`src/rtl/vm_display_pkg.sv`:
```
// Shared definitions for the vending-machine display path.
package vm_display_pkg;

    localparam int unsigned BCD_DIGITS  = 4;
    localparam int unsigned BCD_W       = 4 * BCD_DIGITS;
    localparam int unsigned MAX_DISPLAY = 9999;

    typedef enum logic [1:0] {
        S_IDLE  = 2'd0,
        S_LOAD  = 2'd1,
        S_SHIFT = 2'd2,
        S_DONE  = 2'd3
    } fsm_state_e;

    // Leading-zero mask from the upper three BCD digits; the units digit always shows.
    function automatic logic [3:0] lead_zero_mask(input logic [BCD_W-5:0] upper_bcd);
        logic b3;
        logic b2;
        logic b1;
        b3 = (upper_bcd[11:8] == 4'd0);
        b2 = b3 & (upper_bcd[7:4] == 4'd0);
        b1 = b2 & (upper_bcd[3:0] == 4'd0);
        return {b3, b2, b1, 1'b0};
    endfunction

endpackage

```
`src/rtl/bcd_add3_nibble.sv`:
```
// Double-dabble correction: a BCD nibble of 5 or more gets +3 before the shift.
module bcd_add3_nibble (
    input  logic [3:0] i_nib,
    output logic [3:0] o_nib_c
);

    assign o_nib_c = (i_nib >= 4'd5) ? (i_nib + 4'd3) : i_nib;

endmodule

```
`src/rtl/bin2bcd_display_feed.sv`:
```
// Iterative binary-to-BCD converter feeding the 4-digit display multiplexer.
// Digits only change on completion; requests arriving while busy are held 1-deep.
module bin2bcd_display_feed
    import vm_display_pkg::*;
#(
    parameter int unsigned BIN_W   = 14,
    parameter int unsigned MAX_VAL = MAX_DISPLAY
) (
    input  logic             clk,
    input  logic             rst_n,
    input  logic             start,
    input  logic [BIN_W-1:0] bin_in,
    output logic             busy,
    output logic             done,
    output logic             ovf,
    output logic [3:0]       digit1,
    output logic [3:0]       digit2,
    output logic [3:0]       digit3,
    output logic [3:0]       digit4,
    output logic [3:0]       lz_mask
);

    localparam int unsigned SR_W  = BCD_W + BIN_W;
    localparam int unsigned CNT_W = $clog2(BIN_W + 1);
    localparam logic [BIN_W-1:0] MAX_CLAMP = BIN_W'(MAX_VAL);

    fsm_state_e       r_state;
    fsm_state_e       w_state_next;
    logic [SR_W-1:0]  r_shift;
    logic [SR_W-1:0]  w_shift_add;
    logic [CNT_W-1:0] r_cnt;
    logic [BIN_W-1:0] r_val;
    logic             r_val_ovf;
    logic             r_pend_vld;
    logic [BIN_W-1:0] r_pend_val;

    logic             w_capture;
    logic [BIN_W-1:0] w_src;
    logic             w_pend_set;
    logic             w_load;
    logic             w_shift_en;
    logic             w_fin;

    always_ff @(posedge clk or negedge rst_n) begin
        if (!rst_n) begin
            r_state <= S_IDLE;
        end else begin
            r_state <= w_state_next;
        end
    end

    always_comb begin
        w_state_next = r_state;
        case (r_state)
            S_IDLE:  if (start) w_state_next = S_LOAD;
            S_LOAD:  w_state_next = S_SHIFT;
            S_SHIFT: if (r_cnt == CNT_W'(1)) w_state_next = S_DONE;
            S_DONE:  w_state_next = (start || r_pend_vld) ? S_LOAD : S_IDLE;
            default: w_state_next = S_IDLE;
        endcase
    end

    // A start in DONE bypasses the pending slot; it is newer than anything held there.
    always_comb begin
        w_capture  = 1'b0;
        w_src      = bin_in;
        w_pend_set = 1'b0;
        w_load     = 1'b0;
        w_shift_en = 1'b0;
        w_fin      = 1'b0;
        case (r_state)
            S_IDLE: begin
                w_capture = start;
            end
            S_LOAD: begin
                w_load     = 1'b1;
                w_pend_set = start;
            end
            S_SHIFT: begin
                w_shift_en = 1'b1;
                w_pend_set = start;
            end
            S_DONE: begin
                w_fin     = 1'b1;
                w_capture = start | r_pend_vld;
                w_src     = start ? bin_in : r_pend_val;
            end
            default: begin
                w_fin = 1'b0;
            end
        endcase
    end

    always_ff @(posedge clk or negedge rst_n) begin
        if (!rst_n) begin
            r_pend_vld <= 1'b0;
            r_pend_val <= '0;
        end else if (w_pend_set) begin
            r_pend_vld <= 1'b1;
            r_pend_val <= bin_in;
        end else if (w_fin) begin
            r_pend_vld <= 1'b0;
        end
    end

    // Clamp at capture so the converter never sees a value beyond four digits.
    always_ff @(posedge clk or negedge rst_n) begin
        if (!rst_n) begin
            r_val     <= '0;
            r_val_ovf <= 1'b0;
        end else if (w_capture) begin
            r_val     <= (w_src > MAX_CLAMP) ? MAX_CLAMP : w_src;
            r_val_ovf <= (w_src > MAX_CLAMP);
        end
    end

    assign w_shift_add[BIN_W-1:0] = r_shift[BIN_W-1:0];

    for (genvar g = 0; g < BCD_DIGITS; g++) begin : g_add3
        bcd_add3_nibble u_add3 (
            .i_nib   (r_shift[BIN_W + 4*g +: 4]),
            .o_nib_c (w_shift_add[BIN_W + 4*g +: 4])
        );
    end

    always_ff @(posedge clk or negedge rst_n) begin
        if (!rst_n) begin
            r_shift <= '0;
            r_cnt   <= '0;
        end else if (w_load) begin
            r_shift <= {BCD_W'(0), r_val};
            r_cnt   <= CNT_W'(BIN_W);
        end else if (w_shift_en) begin
            r_shift <= w_shift_add << 1;
            r_cnt   <= r_cnt - CNT_W'(1);
        end
    end

    // busy stays high through the done cycle so it falls one cycle after the pulse.
    always_ff @(posedge clk or negedge rst_n) begin
        if (!rst_n) begin
            busy    <= 1'b0;
            done    <= 1'b0;
            ovf     <= 1'b0;
            digit1  <= 4'd0;
            digit2  <= 4'd0;
            digit3  <= 4'd0;
            digit4  <= 4'd0;
            lz_mask <= 4'b1110;
        end else begin
            busy <= (w_state_next != S_IDLE) | w_fin;
            done <= w_fin;
            if (w_fin) begin
                ovf     <= r_val_ovf;
                digit1  <= r_shift[BIN_W      +: 4];
                digit2  <= r_shift[BIN_W + 4  +: 4];
                digit3  <= r_shift[BIN_W + 8  +: 4];
                digit4  <= r_shift[BIN_W + 12 +: 4];
                lz_mask <= lead_zero_mask(r_shift[SR_W-1 -: (BCD_W-4)]);
            end
        end
    end

endmodule

```
`config.mk`:
```
export PLATFORM = sky130hd
export DESIGN_NAME = bin2bcd_display_feed
export DESIGN_NICKNAME = d
export VERILOG_FILES = /design/src/rtl/vm_display_pkg.sv /design/src/rtl/bcd_add3_nibble.sv /design/src/rtl/bin2bcd_display_feed.sv
export SDC_FILE = /design/constraint.sdc
export NUM_CORES = 1
export LEC_CHECK = 0
export ABC_CLOCK_PERIOD_IN_PS = 2500
export CORE_ASPECT_RATIO = 0.9
export CORE_UTILIZATION = 27
export DETAILED_ROUTE_END_ITERATION = 8
export DONT_BUFFER_PORTS = 1
export GPL_TIMING_DRIVEN = 0
export SLEW_MARGIN = 20
export SYNTH_ARGS = -nofsm -noshare
export SYNTH_HDL_FRONTEND = slang
export SYNTH_SLANG_ARGS = --single-unit
```
`constraint.sdc`:
```
create_clock -name clk -period 2.5 [get_ports clk]
set_clock_uncertainty 0.15 [all_clocks]
set_input_delay 0.375 -clock clk [delete_from_list [all_inputs] [get_ports clk]]
set_output_delay 0.375 -clock clk [all_outputs]
set_load 0.05 [all_outputs]
```
==> impl_table.tex <==
\begin{tabular}{lr}
\hline
Metric & Value \\
\hline
\multicolumn{2}{l}{\textbf{STA}} \\
WHS & -427 ps \\
Max-slew headroom & 0.536 \\
Achievable Freq & 0.442 GHz \\
Final Cycle Share & 0.906 \\
Transition time at the pin with the least slew margin & 697 ps \\
Final Max Slew Viols & 0 \\
Setup total negative slack & 0 ps \\
Final min period & 2260 ps \\
RSZ-0062 raised after global routing & no \\
Setup-failing EPs final & 0 \\
Hold Vio Cnt, Final & 88 \\
\multicolumn{2}{l}{\textbf{Setup path}} \\
Path type of the worst setup path & reg -> reg \\
Chain of cells forming the critical path & inv\_1 -> ha\_1 -> clkbuf\_1 -> nand2b\_1 -> clkbuf\_1 -> inv\_1 -> a22o\_1 \\
R2r setup slk & 240 ps \\
CP startpoint & r\_state[0]\$\_DFF\_PN0\_ \\
Register-to-Register Path Depth & 7 \\
Number of buffers and inverters on the critical path & 4 \\
Worst Setup End Kind & register \\
Critical path's top delay family & buffers and inverters \\
Startpoint of the most critical register-to-register path & r\_state[0]\$\_DFF\_PN0\_ \\
Arrival time at the worst endpoint & 2350 ps \\
Required time at the worst-slack endpoint & 2580 ps \\
Depth of the critical timing path with buffers and inverters included & 7 \\
CP max stage delay & 410 ps \\
Setup crit end & r\_shift[28]\$\_DFFE\_PN0N\_ \\
Slowest cell on crit path & sky130\_fd\_sc\_hd\_\_dfrtp\_1 \\
Worst R2R End & r\_shift[28]\$\_DFFE\_PN0N\_ \\
Crit-path max FO & 9 \\
Kind of launch point of the worst setup path & register \\
\multicolumn{2}{l}{\textbf{Final layout}} \\
Fraction of final layout cells with drive strength greater than 1 & 0.178 \\
Antenna Cells & 0 \\
Area growth from synthesis to layout & 12.4\% \\
Number of nets in the finished design & 400 \\
Layout filler cell count & 1517 \\
\multicolumn{2}{l}{\textbf{Routing}} \\
Routed WL per cell & 14.4 µm \\
Antenna viol nets, final & 0 \\
Via density per instance & 4.67 \\
Vias & 2656 \\
Router iterations before antenna repair & 4 \\
Detailed router's first-iteration violation count & 119 \\
Sum of routed wire length over all layers & 8220 µm \\
DRC violations left & 0 \\
\multicolumn{2}{l}{\textbf{Pwr}} \\
Cell leakage power & 2.14 nW \\
Power per standard cell area & 1520 nW/µm² \\
VDD IR-drop max & 521 µV \\
\multicolumn{2}{l}{\textbf{Hold path}} \\
Hold Crit Class & in -> async \\
\multicolumn{2}{l}{\textbf{Global route}} \\
Global-route wire length before repair & 14000 µm \\
Maximum number of pins on one net before global-route repair & 89 \\
Grt ovf & 0 \\
Antenna violations before repair & 0 \\
Overall routing resource usage & 0.115 \\
Via count of the first global-routing pass & 2666 \\
\multicolumn{2}{l}{\textbf{Clock network}} \\
Cts bufs inserted & 9 \\
CTS tree & built \\
Number of buffers between clock root and the deepest sink & 2 \\
CTS clock-pin slew for the worst setup and hold paths & 60 ps \\
Clock network latency to the later pin of the worst-skew pair & 340 ps \\
H-Tree Level Count & 3 \\
Master cell of the clock root buffer & sky130\_fd\_sc\_hd\_\_clkbuf\_16 \\
Sinks on Clock Net & 88 \\
\multicolumn{2}{l}{\textbf{Placed design}} \\
Number of buffer cells added on primary ports & 0 \\
Final weighted congestion of routability-driven global placement & 0.743 \\
HPWL after detailed placement & 5890 µm \\
\multicolumn{2}{l}{\textbf{Synthesis}} \\
Synthesized-area fraction occupied by ao, oa, aoi and oai cells & 0.114 \\
Share of flip-flops with an asynchronous set or reset & 1.00 \\
YS warnings & 0 \\
Part of the Yosys area used for sequential elements & 0.532 \\
Post-synthesis register bit count & 88 \\
Number of flops mapped to enable cells by yosys & 0 \\
Share of synthesized area spent on multiplexers & 0.168 \\
Share of the synthesized area in the top cell type & 0.513 \\
Dominant combinational cell family by area after synthesis & multiplexers \\
Avg Synthesized Cell Area & 11.7 µm² \\
Post-synthesis share of cell area spent on xor and xnor gates & 0.0106 \\
Synthesized netlist net count & 389 \\
Count of different cell masters after synthesis & 44 \\
Primary FF master, synth & sky130\_fd\_sc\_hd\_\_dfrtp\_1 \\
Netlist area before placement & 4150 µm² \\
Number of cells produced by synthesis & 355 \\
Arithmetic-cell share of the synthesized area counting full adders, half adders and majority gates & 0.0513 \\
Library cell with the largest summed area after synthesis & sky130\_fd\_sc\_hd\_\_dfrtp\_1 \\
Most instantiated cells after synthesis & sky130\_fd\_sc\_hd\_\_dfrtp\_1, sky130\_fd\_sc\_hd\_\_mux2\_2, sky130\_fd\_sc\_hd\_\_mux2i\_1 \\
Area share of and/or/nand/nor cells after synthesis & 0.0773 \\
Leading cell types by total area after synthesis & sky130\_fd\_sc\_hd\_\_dfrtp\_1, sky130\_fd\_sc\_hd\_\_mux2\_2, sky130\_fd\_sc\_hd\_\_mux2i\_1, sky130\_fd\_sc\_hd\_\_ha\_1, sky130\_fd\_sc\_hd\_\_a21oi\_1 \\
Cell with the most instances after synthesis & sky130\_fd\_sc\_hd\_\_dfrtp\_1 \\
\multicolumn{2}{l}{\textbf{Floorplanning}} \\
Overall die area & 15900 µm² \\
Height of the chip & 120 µm \\
Width of the die & 133 µm \\
Core area & 14900 µm² \\
Initial core utilization & 0.279 \\
Site row count & 42 \\
Count of boundary I/O pins & 40 \\
\multicolumn{2}{l}{\textbf{Status}} \\
Run status & complete, but fails checks \\
Violated checks & hold timing \\
\multicolumn{2}{l}{\textbf{Job}} \\
Maximum capacitance violations & 0 \\
\hline
\end{tabular}
layout make-up:
class,count,area [µm²],area share
multi-input cells,226,1750,0.376
inverters,22,82.6,0.0177
clock buffers,12,246,0.0529
plain buffers,19,108,0.0231
flip-flops and latches,88,2210,0.473
clock inverters,4,20.0,0.00430
well taps,198,248,0.0532
cell families after synthesis:
family,after synthesis
adder cells (fa/ha/maj),17
XOR/XNOR,5
multiplexers,65
AND/OR/NAND/NOR,66
other,1
AO/OA/AOI/OAI,72
buffers and inverters,41
flip-flops,88
through the flow:
stage / cell area (µm²) / worst slack, ps / total power (W) / std cells / utilization
final: 4660 / 236 / 0.00710 / 569 / 0.313
after global routing: 4660 / 46.0 / 0.00768 / 569 / 0.313
after CTS: 4660 / 197 / 0.00720 / 569 / 0.313
after detailed placement: 4390 / 217 / 0.00595 / 553 / 0.295
after global placement: 4390 / 233 / 0.00583 / 553 / 0.295
after floorplan: 4150 / 572 / 0.00521 / 355 / -
metal layers:
layer  track usage  vias up  routed length, µm
met5             0        -                  0
met4        0.0453        0                137
met3        0.0410       10                469
met2         0.172       64               3620
met1         0.150     1305               4000
li1              -     1277                  -
worst min path at each step:
stage | from | end | slack (ps)
4_1_cts | rst_n | digit2[2]$_DFFE_PN0N_ | -440
6_report | rst_n | digit2[2]$_DFFE_PN0N_ | -430
2_1_floorplan | rst_n | busy$_DFF_PN0_ | -70
3_5_place_dp | rst_n | digit2[2]$_DFFE_PN0N_ | -70
5_1_grt | rst_n | digit2[2]$_DFFE_PN0N_ | -450
3_3_place_gp | rst_n | digit2[0]$_DFFE_PN0N_ | -70
cell usage in the layout, fill, tap and decap left out, drive strengths merged, types with 2 or more instances in the layout:
cell type  instances
o21a               3
clkinv             4
o32ai              2
inv               22
nand2             22
o211ai             7
nand2b             6
nand3              8
ha                17
o22a               2
buf               14
o31a               2
xnor2              4
nor3b              2
nor2              18
nor4               2
nor3               3
clkbuf            17
a31oi              3
a22o               5
dfstp              3
o21ai             12
a21oi             19
o22ai              9
mux2              34
mux2i             31
o211a              4
dfrtp             85
repair_timing:
action,4_1_cts,5_1_grt
setup buffers,0,0
resized for setup,0,1
endpoints found under the hold margin,88,88
setup endpoints to repair,0,6
sequential cells by signal, indices dropped and copies added (netlist names), 2 cells and up:
name and count:
digit4 4, digit1 4, digit2 4, r_cnt 4, lz_mask 3, r_val 14, digit3 4, r_pend_val 14
r_state 2, r_shift 30
report_power, final:
group / switching [W] / total (W) / internal, W
Sequential: 0.000986 / 0.00310 / 0.00212
Combinational: 0.00153 / 0.00278 / 0.00126
Clock: 0.000523 / 0.00122 / 0.000693
Total: 0.00303 / 0.00710 / 0.00407
(Power assumes the default switching activity.)
